### config.mk
export PLATFORM = sky130hd
export DESIGN_NAME = cp0_ctrl
export DESIGN_NICKNAME = d
export VERILOG_FILES = /design/src/rtl/cp0_pkg.sv /design/src/rtl/cp0_ctrl.sv
export SDC_FILE = /design/constraint.sdc
export NUM_CORES = 1
export LEC_CHECK = 0
export BUFFER_PORTS_ARGS = -buffer_cell sky130_fd_sc_hd__buf_4
export CORE_MARGIN = 2
export CORE_UTILIZATION = 25
export DETAILED_ROUTE_END_ITERATION = 7
export GPL_ROUTABILITY_DRIVEN = 1
export HOLD_SLACK_MARGIN = 0.03
export PLACE_DENSITY_LB_ADDON = 0.1
export SLEW_MARGIN = 20
export SYNTH_ARGS = -nofsm -noshare
export SYNTH_HDL_FRONTEND = slang
export SYNTH_SLANG_ARGS = --single-unit
### constraint.sdc
create_clock -name clk -period 2.4 [get_ports clk]
set_input_delay 0.12 -clock clk [delete_from_list [all_inputs] [get_ports clk]]
set_output_delay 0.12 -clock clk [all_outputs]
set_load 0.1 [all_outputs]
### src/rtl/cp0_pkg.sv
// cp0_pkg: shared definitions for the coprocessor-0 control block.
//   - CP0 register numbers (SR, Cause, EPC, PRId)
//   - exception codes recorded in Cause.ExcCode
//   - default handler entry address and PRId contents
//   - bit positions of the SR and Cause fields
//   - victim_epc(): return address for an exception/interrupt
package cp0_pkg;

  localparam logic [4:0] REG_SR    = 5'd12;
  localparam logic [4:0] REG_CAUSE = 5'd13;
  localparam logic [4:0] REG_EPC   = 5'd14;
  localparam logic [4:0] REG_PRID  = 5'd15;

  localparam logic [4:0] EXC_INT  = 5'd0;
  localparam logic [4:0] EXC_ADEL = 5'd4;
  localparam logic [4:0] EXC_ADES = 5'd5;
  localparam logic [4:0] EXC_RI   = 5'd10;
  localparam logic [4:0] EXC_OV   = 5'd12;

  localparam logic [31:0] HANDLER_PC_DEF = 32'h0000_4180;
  localparam logic [31:0] PRID_DEF       = 32'h2024_0001;

  localparam int unsigned SR_IM_HI     = 15;
  localparam int unsigned SR_IM_LO     = 10;
  localparam int unsigned SR_EXL       = 1;
  localparam int unsigned SR_IE        = 0;
  localparam int unsigned CAUSE_BD     = 31;
  localparam int unsigned CAUSE_IP_HI  = 15;
  localparam int unsigned CAUSE_IP_LO  = 10;
  localparam int unsigned CAUSE_EXC_HI = 6;
  localparam int unsigned CAUSE_EXC_LO = 2;

  // A delay-slot victim restarts at its branch, one word earlier (wraps mod 2^32).
  function automatic logic [31:0] victim_epc(input logic [31:0] pc, input logic bd);
    return bd ? (pc - 32'd4) : pc;
  endfunction

endpackage

### src/rtl/cp0_ctrl.sv
// cp0_ctrl: coprocessor-0 control beside the M stage of the MIPS pipeline.
// Holds SR, Cause, EPC and PRId, services mfc0/mtc0/eret and raises Req,
// the flush/redirect request for interrupts and M-stage exceptions.
//
// Ports:
//   clk        pipeline clock, rising edge
//   reset      asynchronous, active-low; clears all state and forces Req=0
//   A1         mfc0 read register number
//   A2         mtc0 write register number
//   DIn        mtc0 write data
//   WE         mtc0 write enable (M stage)
//   PCM        PC of the M-stage instruction
//   BDM        M-stage instruction sits in a branch delay slot
//   ExcCodeM   exception code carried to M (0 = none)
//   EXLClr     eret in M stage
//   HWInt      level-sensitive hardware interrupt lines
//   Req        take exception/interrupt this cycle (combinational)
//   DOut       mfc0 read data (combinational)
//   EPCOut     current EPC, eret target
//   HandlerPC  exception entry address (constant)
module cp0_ctrl
  import cp0_pkg::*;
#(
  parameter logic [31:0] PRID_VAL   = PRID_DEF,
  parameter logic [31:0] HANDLER_PC = HANDLER_PC_DEF
) (
  input  logic        clk,
  input  logic        reset,
  input  logic [4:0]  A1,
  input  logic [4:0]  A2,
  input  logic [31:0] DIn,
  input  logic        WE,
  input  logic [31:0] PCM,
  input  logic        BDM,
  input  logic [4:0]  ExcCodeM,
  input  logic        EXLClr,
  input  logic [5:0]  HWInt,
  output logic        Req,
  output logic [31:0] DOut,
  output logic [31:0] EPCOut,
  output logic [31:0] HandlerPC
);

  logic [5:0]  sr_im;
  logic        sr_exl;
  logic        sr_ie;
  logic        cause_bd;
  logic [5:0]  cause_ip;
  logic [4:0]  cause_exc;
  logic [31:0] epc;

  logic        int_req;
  logic        exc_req;
  logic [31:0] sr_word;
  logic [31:0] cause_word;

  assign int_req = (|(HWInt & sr_im)) & sr_ie & ~sr_exl;
  assign exc_req = (ExcCodeM != EXC_INT) & ~sr_exl;
  // Gating with reset lets an asserted reset kill a request mid-cycle.
  assign Req     = reset & (int_req | exc_req);

  always_ff @(posedge clk or negedge reset) begin
    if (!reset) begin
      sr_im     <= '0;
      sr_exl    <= 1'b0;
      sr_ie     <= 1'b0;
      cause_bd  <= 1'b0;
      cause_ip  <= '0;
      cause_exc <= '0;
      epc       <= '0;
    end else begin
      cause_ip <= HWInt;
      if (Req) begin
        // The victim did not complete, so its mtc0/eret side effects are dropped.
        sr_exl    <= 1'b1;
        cause_bd  <= BDM;
        cause_exc <= int_req ? EXC_INT : ExcCodeM;
        epc       <= victim_epc(PCM, BDM);
      end else begin
        if (WE && (A2 == REG_SR)) begin
          sr_im  <= DIn[SR_IM_HI:SR_IM_LO];
          sr_exl <= DIn[SR_EXL];
          sr_ie  <= DIn[SR_IE];
        end
        if (WE && (A2 == REG_EPC)) begin
          epc <= DIn;
        end
        // Placed after the SR write so eret overrides the written EXL bit.
        if (EXLClr) begin
          sr_exl <= 1'b0;
        end
      end
    end
  end

  always_comb begin
    sr_word                              = '0;
    sr_word[SR_IM_HI:SR_IM_LO]           = sr_im;
    sr_word[SR_EXL]                      = sr_exl;
    sr_word[SR_IE]                       = sr_ie;
    cause_word                           = '0;
    cause_word[CAUSE_BD]                 = cause_bd;
    cause_word[CAUSE_IP_HI:CAUSE_IP_LO]  = cause_ip;
    cause_word[CAUSE_EXC_HI:CAUSE_EXC_LO] = cause_exc;
  end

  always_comb begin
    DOut = '0;
    case (A1)
      REG_SR:    DOut = sr_word;
      REG_CAUSE: DOut = cause_word;
      REG_EPC:   DOut = epc;
      REG_PRID:  DOut = PRID_VAL;
      default:   DOut = '0;
    endcase
  end

  assign EPCOut    = epc;
  assign HandlerPC = HANDLER_PC;

endmodule
======== Word-level counts from Yosys, hierarchy flattened ========
Index checks and enable logic that the tools add are counted.
operators by class
  $add $sub $neg .......................... 1
  eq/ne operators ......................... 6
  muxes and demuxes ....................... 8
  bitwise gates (word level) .............. 8
  reduce and logical (&&, ||, !) cells .... 7
operators with widths
  kind                   number
  $pmux 32 s4            1
  $mux 32                3
  $sub 32x3->32 const B  1
  $eq 5x4->1 const B     6
  $and 6x6->6            1
  $reduce_or 6->1        1
  $mux 5                 1
  $reduce_bool 5->1      1
  $and 1x1->1            4
  $mux 1                 3
  $reduce_bool 3->1      1
  $logic_and 1x1->1      2
  $not 1->1              2
  $reduce_and 2->1       1
  $reduce_bool 2->1      1
  $or 1x1->1             1
storage, ports and cells
  bits in registers ....................... 52

======== Longest topological paths before layout ========
Gate-level depths: netlist (run 1).
  depth in word-level cells ............... 8
  depth in mapped cells ................... 8

======== Worst setup path before layout (run 1) ========
No wires, ideal clock.
  path kind ............................... reg2out
  from .................................... reg epc[1], in the netlist EPCOut[1]
  to ...................................... out DOut[1]
  arrival ................................. 3,932 ps
  data required time ...................... 2,280 ps
  setup slack ............................. -1,652 ps
  cell stages (with the launch flop) ...... 3
  path buffers ............................ 0
  path through ............................ dfrtp_1 mux2i_1 nor4_1
between the ends
  word-level cells in the longest chain between the ends .. 1
RTL lines
  item                      line             RTL
  start: declaration        cp0_ctrl.sv:50   logic [31:0] epc;
  start signal: assignment  cp0_ctrl.sv:78   epc <= victim_epc(PCM, BDM);
  start signal: assignment  cp0_ctrl.sv:86   epc <= DIn;
  $pmux 32 s4               cp0_ctrl.sv:109  case (A1)
  end: declaration          cp0_ctrl.sv:39   output logic [31:0] DOut,
Every way passes these cells.

======== Worst setup path in the final report (run 1) ========
  from .................................... reg sr_im[0]
  to ...................................... out Req
between the ends
  word-level cells in the longest chain between the ends .. 6
RTL lines
  item                      line            RTL
  start: declaration        cp0_ctrl.sv:44  logic [5:0] sr_im;
  start signal: assignment  cp0_ctrl.sv:81  sr_im <= DIn[SR_IM_HI:SR_IM_LO];
  $and 6x6->6               cp0_ctrl.sv:57  assign int_req = (|(HWInt & sr_im)) & sr_ie & ~sr_exl;
  $reduce_or 6->1           cp0_ctrl.sv:57
  $and 1x1->1 (2 in a row)  cp0_ctrl.sv:57
  $or 1x1->1                cp0_ctrl.sv:60  assign Req = reset & (int_req | exc_req);
  $and 1x1->1               cp0_ctrl.sv:60
  end: declaration          cp0_ctrl.sv:38  output logic Req,
Every way passes these cells.

==> results of run 1 <==
==> critical path, cell delays in order, from the launching register on <==
cell and delay [ns]:
dfrtp_1 0.40, a22o_1 0.23, o31ai_1 0.26, buf_4 0.20, a31o_2 0.26, clkinvlp_4 0.21
buf_4 0.28
==> synthesized netlist by cell type (2+ instances only) <==
library cell | number | share of area
nand2_1 | 58 | 0.062
dfrtp_1 | 52 | 0.37
o21ai_0 | 33 | 0.047
buf_4 | 32 | 0.068
mux2_2 | 29 | 0.092
xnor2_1 | 21 | 0.052
clkbuf_1 | 18 | 0.019
and3_1 | 15 | 0.027
mux2i_1 | 12 | 0.034
nor2_1 | 11 | 0.012
a22o_1 | 9 | 0.022
o21ai_1 | 8 | 0.011
a22oi_1 | 7 | 0.015
xor2_1 | 7 | 0.017
nor3_1 | 6 | 0.0085
nor4_1 | 6 | 0.011
nor3_2 | 5 | 0.014
inv_1 | 3 | 0.0032
nand3_1 | 3 | 0.0042
nor4_4 | 3 | 0.018
o211a_1 | 3 | 0.0085
o21ai_2 | 3 | 0.0074
or3_1 | 3 | 0.0053
and2_1 | 2 | 0.0035
buf_6 | 2 | 0.0064
conb_1 | 2 | 0.0021
nand2b_1 | 2 | 0.0035
nor4_2 | 2 | 0.0071
nor4b_2 | 2 | 0.0085
o211ai_1 | 2 | 0.0042
o31ai_1 | 2 | 0.0042
or2_2 | 2 | 0.0035
==> registers in the layout, summed over array words and instances (netlist names) <==
register / count
sr_im: 6
cause_bd: 1
cause_exc: 5
cause_ip: 6
sr_exl: 1
EPCOut: 32
sr_ie: 1
==> where the power goes <==
part	leakage (nW)	internal (mW)	switching, mW
sequential	0.640	1.05	0.142
combinational	1.73	0.492	1.58
clock	0.0701	0.417	0.325
==> how the worst min path moves through the flow <==
stage,startpoint,end,slack [ns]
after floorplan,reset,EPCOut[0],-0.18
after global placement,HWInt[3],cause_ip[3],0.25
after detailed placement,HWInt[1],cause_ip[1],0.24
after CTS,PCM[1],EPCOut[1],0.04
after global routing,DIn[15],sr_im[5],0.07
final,PCM[1],EPCOut[1],0.05
==> per-stage QoR <==
stage,area [µm²],power [mW]
after floorplan,3660,2.78
after CTS,5010,4.03
final,5050,4.01
after global routing,5050,4.19
after global placement,4780,3.27
after detailed placement,4780,3.27
==> cells by family (layout without fill, tap and decap cells) <==
family | Yosys count | in the layout | share of synthesized area
adder cells (fa/ha/maj) | 1 | 1 | 0.00353
flip-flops | 52 | 52 | 0.368
buffers and inverters | 57 | 187 | 0.0990
AND/OR/NAND/NOR | 128 | 128 | 0.209
AO/OA/AOI/OAI | 69 | 69 | 0.124
other | 2 | 32 | 0.00212
multiplexers | 41 | 41 | 0.126
XOR/XNOR | 28 | 28 | 0.0693
==> layer usage <==
layer,wire length (µm),track usage
met3,594,0.0244
met2,5620,0.248
met1,5280,0.205
met4,70,0.0234
met5,0,0
==> what timing repair did <==
| action | CTS | global route |
|---|---|---|
| hold buffers | 8 | 0 |
| endpoints found under the hold margin | 59 | 0 |
| endpoints found under the setup margin | 0 | 1 |
| resized for setup | 0 | 2 |
| buffers inserted | 0 | 4 |
==> final cells by class <==
| class | count | area (µm²) |
|---|---|---|
| clock buffers | 7 | 143 |
| clock inverters | 1 | 7.51 |
| fillers | 1483 | 8830 |
| inverters | 3 | 15.0 |
| multi-input cells | 299 | 2020 |
| flip-flops and latches | 52 | 1300 |
| well taps | 180 | 225 |
| repair buffers | 175 | 1340 |
| repair inverters | 1 | 5.00 |
==> impl_metrics.yaml, run 1 <==
synthesis:
  synth_warnings: 0
  synth_ff_type: "dfrtp_1"
  syn_area_um2: 3540
  async_flop_share: 1.00
  synth_seq_cells: 52
  synth_cell_types: 45
  netlist_instances: 378
  syn_area_per_cell_um2: 9.36
  synth_edf_count: 0
  ys_seq_area_frac: 0.368
cells_and_area:
  area_growth_pct: 42.7
  drive_gt1_frac: 0.424
  layout_common_cells: "buf_4, nand2_1, dfrtp_1"
  diodes: 0
  mostFrequentLayoutCell: "buf_4"
  fin_nets: 628
  fin_cells: 718
  utilization: 0.364
placed_design:
  pre_cts_slack_ns: 0.149
  hpwl_mm: 8.77
  io_buffers: 154
  gp_congestion: 0.768
  dp_cells: 697
timing:
  finalCritPeriodShare: 0.941
  tns_ns: 0
  fmax_mhz: 443
  slew_headroom: 0.455
  whs_ns: 0.0463
  hold_violations: 0
  final-max-slew-violation-count: 0
  fin_ws_ns: 0.142
  worst_pin_slew_ns: 0.818
  rsz0062_at_grt: "yes"
  finalClockSkew_ns: 0.00330
  layout_min_cycle_time_ns: 2.26
  setup_viol: 0
flow_run:
  max_cap_violations: 0
detailed_routing:
  firstDrtPassIters: 4
  drt-total-wl_mm: 11.6
  wl_per_cell_um: 16.1
  drtIter0Drc: 137
  final_antenna_net_count: 0
  num_vias: 3210
  via_per_inst: 4.47
  drc: 0
die:
  io_pins: 187
  dieArea_um2: 15100
  die_w_um: 123
  num_rows: 43
  core_area_um2: 13900
  initial_core_util: 0.255
  die_height_um: 123
grt:
  grt_pass1_wl_mm: 17.1
  grt_max_degree: 55
  first_global_vias: 3074
  grt-ovfl-total: 0
  antenna_found_initial: 0
  track_usage: 0.148
pwr:
  p_per_area_nw_per_um2: 793
  peakVddDrop_uv: 272
  leakagePower_nw: 2.44
critical_path:
  worstPathRequired_ns: 2.28
  crit_path_start: "sr_im[0]"
  rr_endpoint: "EPCOut[6]"
  reg2regPathDepth: 7
  crit_path_end: "Req"
  start_kind: "register"
  critPathMaxFanout: 8
  reg2reg_from: "sr_im[0]"
  endpoint_kind: "output pin"
  critical_path_class: "reg -> out"
  r2r_slack_ns: 0.30
  critical_path_arrival_ns: 2.14
worst_hold_path:
  whs_path_depth: 3
  hold_class: "in -> reg"
clocking:
  h-tree-depth: 2
  clkLatencyLatePin_ns: 0.29
  ctsLongestPathBuffers: 2
  cts_made_buffers: 5
  cts_tree: "built"
  clkSinkCount: 52
  clk_pin_slew_worst_paths_ns: 0.07
  cts_root_buf: "clkbuf_16"
outcome:
  status: "finished clean"
Note: power is estimated with default switching activity, not from simulation.
==> run 2, diff against run 1 <==
--- a/config.mk
+++ b/config.mk
@@ -10,6 +10,7 @@
 export CORE_UTILIZATION = 25
 export DETAILED_ROUTE_END_ITERATION = 7
 export GPL_ROUTABILITY_DRIVEN = 1
+export GPL_TIMING_DRIVEN = 0
 export HOLD_SLACK_MARGIN = 0.03
 export PLACE_DENSITY_LB_ADDON = 0.1
 export SLEW_MARGIN = 20
==> run 2 against run 1 <==
  * Routed wire length is 12% higher
  * Register-to-register slack worse by 0.06 ns
  * Critical endpoint unchanged
  * Combinational power is 4% higher
  * Die area stayed put
==> impl_metrics.yaml, run 2 (same netlist as run 1, synthesis figures left out) <==
detailed_routing:
  drc: 0
  wl_per_cell_um: 16.8
  via_per_inst: 4.44
  drtIter0Drc: 116
  firstDrtPassIters: 4
  drt-total-wl_mm: 13.0
  final_antenna_net_count: 0
  num_vias: 3413
grt:
  grt-ovfl-total: 0
  antenna_found_initial: 0
  grt_pass1_wl_mm: 19.0
  track_usage: 0.167
  grt_max_degree: 53
  first_global_vias: 3386
pwr:
  peakVddDrop_uv: 304
  p_per_area_nw_per_um2: 761
  p_total_mw: 4.12
  leakagePower_nw: 2.66
timing:
  setup_viol: 0
  fmax_mhz: 433
  final-max-slew-violation-count: 0
  hold_violations: 0
  worst_pin_slew_ns: 0.852
  tns_ns: 0
  finalClockSkew_ns: 0.00418
  finalCritPeriodShare: 0.962
  fin_ws_ns: 0.0907
  slew_headroom: 0.432
  layout_min_cycle_time_ns: 2.31
cells_and_area:
  area_growth_pct: 52.9
  utilization: 0.390
  largest_reg_flops: 32
  design_area_um2: 5410
  mostFrequentLayoutCell: "buf_4"
  fin_nets: 679
  layout_common_cells: "buf_4, nand2_1, dfrtp_1"
  drive_gt1_frac: 0.448
  fillCellCount: 1458
  diodes: 0
flow_run:
  max_cap_violations: 0
critical_path:
  crit_path_start: "HWInt[1]"
  reg2regPathDepth: 6
  max_stage_delay_ns: 0.53
  crit_path_end: "Req"
  path_depth: 8
  path_buf_inv: 5
  critical_path_class: "in -> out"
  critPathMaxFanout: 11
  worstPathRequired_ns: 2.28
  cp_slowest_cell: "dlygate4sd3_1"
  r2r_slack_ns: 0.24
  rr_endpoint: "EPCOut[16]"
  reg2reg_from: "sr_im[3]"
  endpoint_kind: "output pin"
  start_kind: "primary input"
  critical_path_arrival_ns: 2.19
  path_delay_family: "buffers and inverters"
  crit_chain: "dlygate4sd3_1 -> buf_4 -> a22o_1 -> o31ai_4 -> a31o_2 -> clkbuf_4 -> clkinvlp_4 -> buf_6"
clocking:
  h-tree-depth: 2
  clkSinkCount: 52
  cts_made_buffers: 5
  clk_pin_slew_worst_paths_ns: 0.07
  cts_tree: "built"
  ctsLongestPathBuffers: 2
  clkLatencyLatePin_ns: 0.30
  cts_root_buf: "clkbuf_16"
placed_design:
  pre_cts_slack_ns: -0.453
  hpwl_mm: 10.0
  io_buffers: 154
  gp_congestion: 0.782
  placed_area_um2: 5040
worst_hold_path:
  hold_class: "in -> reg"
outcome:
  status: "finished clean"
die:
  initial_core_util: 0.255
  io_pins: 187
  die_w_um: 123
  core_area_um2: 13900
  num_rows: 43
  dieArea_um2: 15100
  die_height_um: 123
run 2: cell types whose count changed in the layout (fill, tap and decap cells not counted), sizes merged:
cell,before,now
dlygate4sd3,8,9
clkbuf,7,24
buf,167,200
run 2: cell type report:
cell class	instances	area, µm²	share of cell area
Multi-Input combinational cell	299	2030	0.375
Timing Repair Buffer	173	1350	0.249
Sequential cell	52	1300	0.240
Buffer	53	342	0.0631
Tap cell	180	225	0.0416
Clock buffer	7	143	0.0264
Inverter	3	15.0	0.00277
Clock inverter	1	7.51	0.00139
Timing Repair inverter	1	5.00	0.000925
run 2: stage by stage:
stage | hold WS (ns) | cells
after floorplan | -0.176 | 408
after global placement | 0.227 | 742
after detailed placement | 0.233 | 742
after CTS | 0.0439 | 760
after global routing | 0.0576 | 769
final | 0.0476 | 769
run 2: worst min path at each step:
stage	startpoint	endpoint	depth (start not counted)
final	PCM[0]	EPCOut[0]	3
after global placement	reset	cause_ip[3]	1
after global routing	PCM[0]	EPCOut[0]	3
after detailed placement	reset	sr_im[3]	1
after CTS	PCM[0]	EPCOut[0]	3
after floorplan	reset	EPCOut[0]	0
run 2: what timing repair did:
action | in CTS | in global routing
hold buffers | 10 | 0
setup endpoints to repair | 47 | 23
gates cloned | 0 | 1
buffers inserted | 1 | 8
pin swaps | 1 | 0
endpoints found under the hold margin | 60 | 0
resized for setup | 3 | 11
run 2: tightest hold or removal path: cells and delay by family:
family | cells | cell delay (ns)
buffers and inverters | 1 | 0.08
AO/OA/AOI/OAI | 1 | 0.06
AND/OR/NAND/NOR | 1 | 0.04
run 2: metal layers:
| layer | vias up | track usage | share of wire |
|---|---|---|---|
| li1 | 1687 | - | - |
| met1 | 1609 | 0.227 | 0.44 |
| met2 | 107 | 0.283 | 0.49 |
| met3 | 10 | 0.0244 | 0.053 |
| met4 | 0 | 0.0369 | 0.013 |
| met5 | - | 0 | 0 |
run 2: where the power goes:
group | leakage (nW) | switching (mW) | internal, mW
Clock | 0.0701 | 0.339 | 0.417
Combinational | 1.95 | 1.61 | 0.549
Sequential | 0.640 | 0.147 | 1.05
Total | 2.66 | 2.10 | 2.02
==> run 3, diff against run 2 <==
--- a/config.mk
+++ b/config.mk
@@ -6,7 +6,6 @@
 export NUM_CORES = 1
 export LEC_CHECK = 0
 export BUFFER_PORTS_ARGS = -buffer_cell sky130_fd_sc_hd__buf_4
-export CORE_MARGIN = 2
 export CORE_UTILIZATION = 25
 export DETAILED_ROUTE_END_ITERATION = 7
 export GPL_ROUTABILITY_DRIVEN = 1
==> run 3 against run 2 <==
  * First-iteration DRC count shrank 12%
  * Fmax grew 2.4%
  * Critical path type unchanged
  * Register-to-register slack gained 0.02 ns
  * Utilization grew 0.21 points
  * Highest routed layer unchanged
==> impl_metrics.yaml, run 3 (same netlist as run 1, synthesis figures left out) <==
flow_run:
  max_cap_violations: 0
pwr:
  leakagePower_nw: 2.66
  power_frac_comb: 0.516
  switchingPower_mw: 2.09
  power_frac_seq: 0.286
  p_clk_frac: 0.198
  p_per_area_nw_per_um2: 771
  peakVddDrop_uv: 299
  switching_share: 0.499
  p_int_mw: 2.09
cells_and_area:
  fin_cells: 768
  drive_gt1_frac: 0.449
  fillCellCount: 1448
  mostFrequentLayoutCell: "buf_4"
  design_area_um2: 5420
  diodes: 0
  fin_nets: 678
  layout_common_cells: "buf_4, nand2_1, dfrtp_1"
  area_growth_pct: 53.1
  largest_reg_flops: 32
clocking:
  h-tree-depth: 2
  cts_made_buffers: 5
  clkLatencyLatePin_ns: 0.29
  ctsLongestPathBuffers: 2
  clk_pin_slew_worst_paths_ns: 0.07
  clkSinkCount: 52
  cts_root_buf: "clkbuf_16"
  cts_tree: "built"
detailed_routing:
  firstDrtPassIters: 4
  drc: 0
  final_antenna_net_count: 0
  num_vias: 3372
  drt-total-wl_mm: 12.5
  wl_per_cell_um: 16.3
  drtIter0Drc: 102
  via_per_inst: 4.39
worst_hold_path:
  hold_start: "PCM[0]"
  hold_class: "in -> reg"
critical_path:
  cp_slowest_cell: "dlygate4sd3_1"
  path_delay_family: "buffers and inverters"
  critical_path_arrival_ns: 2.14
  critical_path_class: "in -> out"
  r2r_slack_ns: 0.26
  endpoint_kind: "output pin"
  max_stage_delay_ns: 0.53
  critPathMaxFanout: 11
  crit_chain: "dlygate4sd3_1 -> buf_4 -> a22o_1 -> o31ai_4 -> a31o_2 -> clkbuf_4 -> clkinvlp_4 -> buf_6"
  start_kind: "primary input"
  worstPathRequired_ns: 2.28
  crit_path_start: "HWInt[1]"
  path_buf_inv: 5
  reg2reg_from: "sr_im[3]"
die:
  io_pins: 187
  dieArea_um2: 14600
  num_rows: 43
  die_height_um: 121
  initial_core_util: 0.256
  core_area_um2: 13800
  die_w_um: 121
placed_design:
  hpwl_mm: 9.73
  dp_cells: 742
  io_buffers: 154
  placed_area_um2: 5040
  gp_congestion: 0.776
grt:
  grt_pass1_wl_mm: 18.5
  grt_max_degree: 53
  antenna_found_initial: 0
  grt-ovfl-total: 0
  track_usage: 0.170
  first_global_vias: 3301
timing:
  finalCritPeriodShare: 0.940
  finalClockSkew_ns: 0.0101
  layout_min_cycle_time_ns: 2.26
  worst_pin_slew_ns: 0.871
  final-max-slew-violation-count: 0
  rsz0062_at_grt: "no"
  fmax_mhz: 443
  hold_violations: 0
  slew_headroom: 0.420
  setup_viol: 0
outcome:
  status: "finished clean"
run 3: cell types whose count changed in the layout (fill, tap and decap cells not counted), sizes merged:
cell,change
clkinv,+1
clkinvlp,-1
buf,-2
bufinv,+1
run 3: layer usage:
layer	vias up	GRT usage	wire length, µm
li1	1681	-	-
met1	1593	0.231	5830
met2	91	0.284	6020
met3	7	0.0202	503
met4	0	0.0424	127
met5	-	0	0
run 3: area by class of cell:
class / instances / area (µm²) / area share
Timing Repair inverter: 1 / 5.00 / 0.000924
Multi-Input combinational cell: 299 / 2030 / 0.374
Timing Repair Buffer: 172 / 1340 / 0.247
Inverter: 3 / 15.0 / 0.00277
Tap cell: 180 / 225 / 0.0416
Buffer: 53 / 343 / 0.0633
Clock inverter: 2 / 35.0 / 0.00647
Sequential cell: 52 / 1300 / 0.240
Clock buffer: 6 / 129 / 0.0238
run 3: per-stage QoR:
step	setup TNS [ns]	setup slack, ns	hold WS, ns	util	power, mW
after detailed placement	-14.85	-0.478	0.230	0.365	3.32
after floorplan	-0.503	-0.503	-0.176	-	2.78
after CTS	0	0.00945	0.0530	0.386	4.20
after global routing	0	0.0235	0.0593	0.392	4.36
final	0	0.144	0.0487	0.392	4.18
after global placement	-14.14	-0.447	0.231	0.365	3.31
run 3: worst reg2reg max path: cells and delay by family (launching register included):
kind	cells	cell delay, ns
buf+inv	2	0.65
compound gates	4	0.96
flops	1	0.40
run 3: power groups by stage:
stage / clock network, mW / logic (mW) / registers, mW
after CTS: 0.857 / 2.14 / 1.20
after floorplan: 0 / 0.701 / 2.08
after detailed placement: 0 / 2.11 / 1.21
final: 0.829 / 2.16 / 1.20
after global placement: 0 / 2.10 / 1.21
after global routing: 0.882 / 2.25 / 1.22
run 3: path summary, 6_finish.rpt:
kind                                 to  depth (start not counted)
hold / removal                EPCOut[0]                          3
min in group asynchronous   cause_ip[4]                          3
max in group asynchronous    EPCOut[19]                          3
hold reg to reg                cause_bd                          2
setup / recovery                    Req                          8
setup reg to reg           cause_exc[3]                          6
run 3: timing repair:
item	CTS	global route
setup endpoints to repair	47	35
resized for setup	3	12
pin swaps	1	0
buffers inserted	1	7
gates cloned	0	1
hold endpoints to repair	60	0
hold buffers	10	0
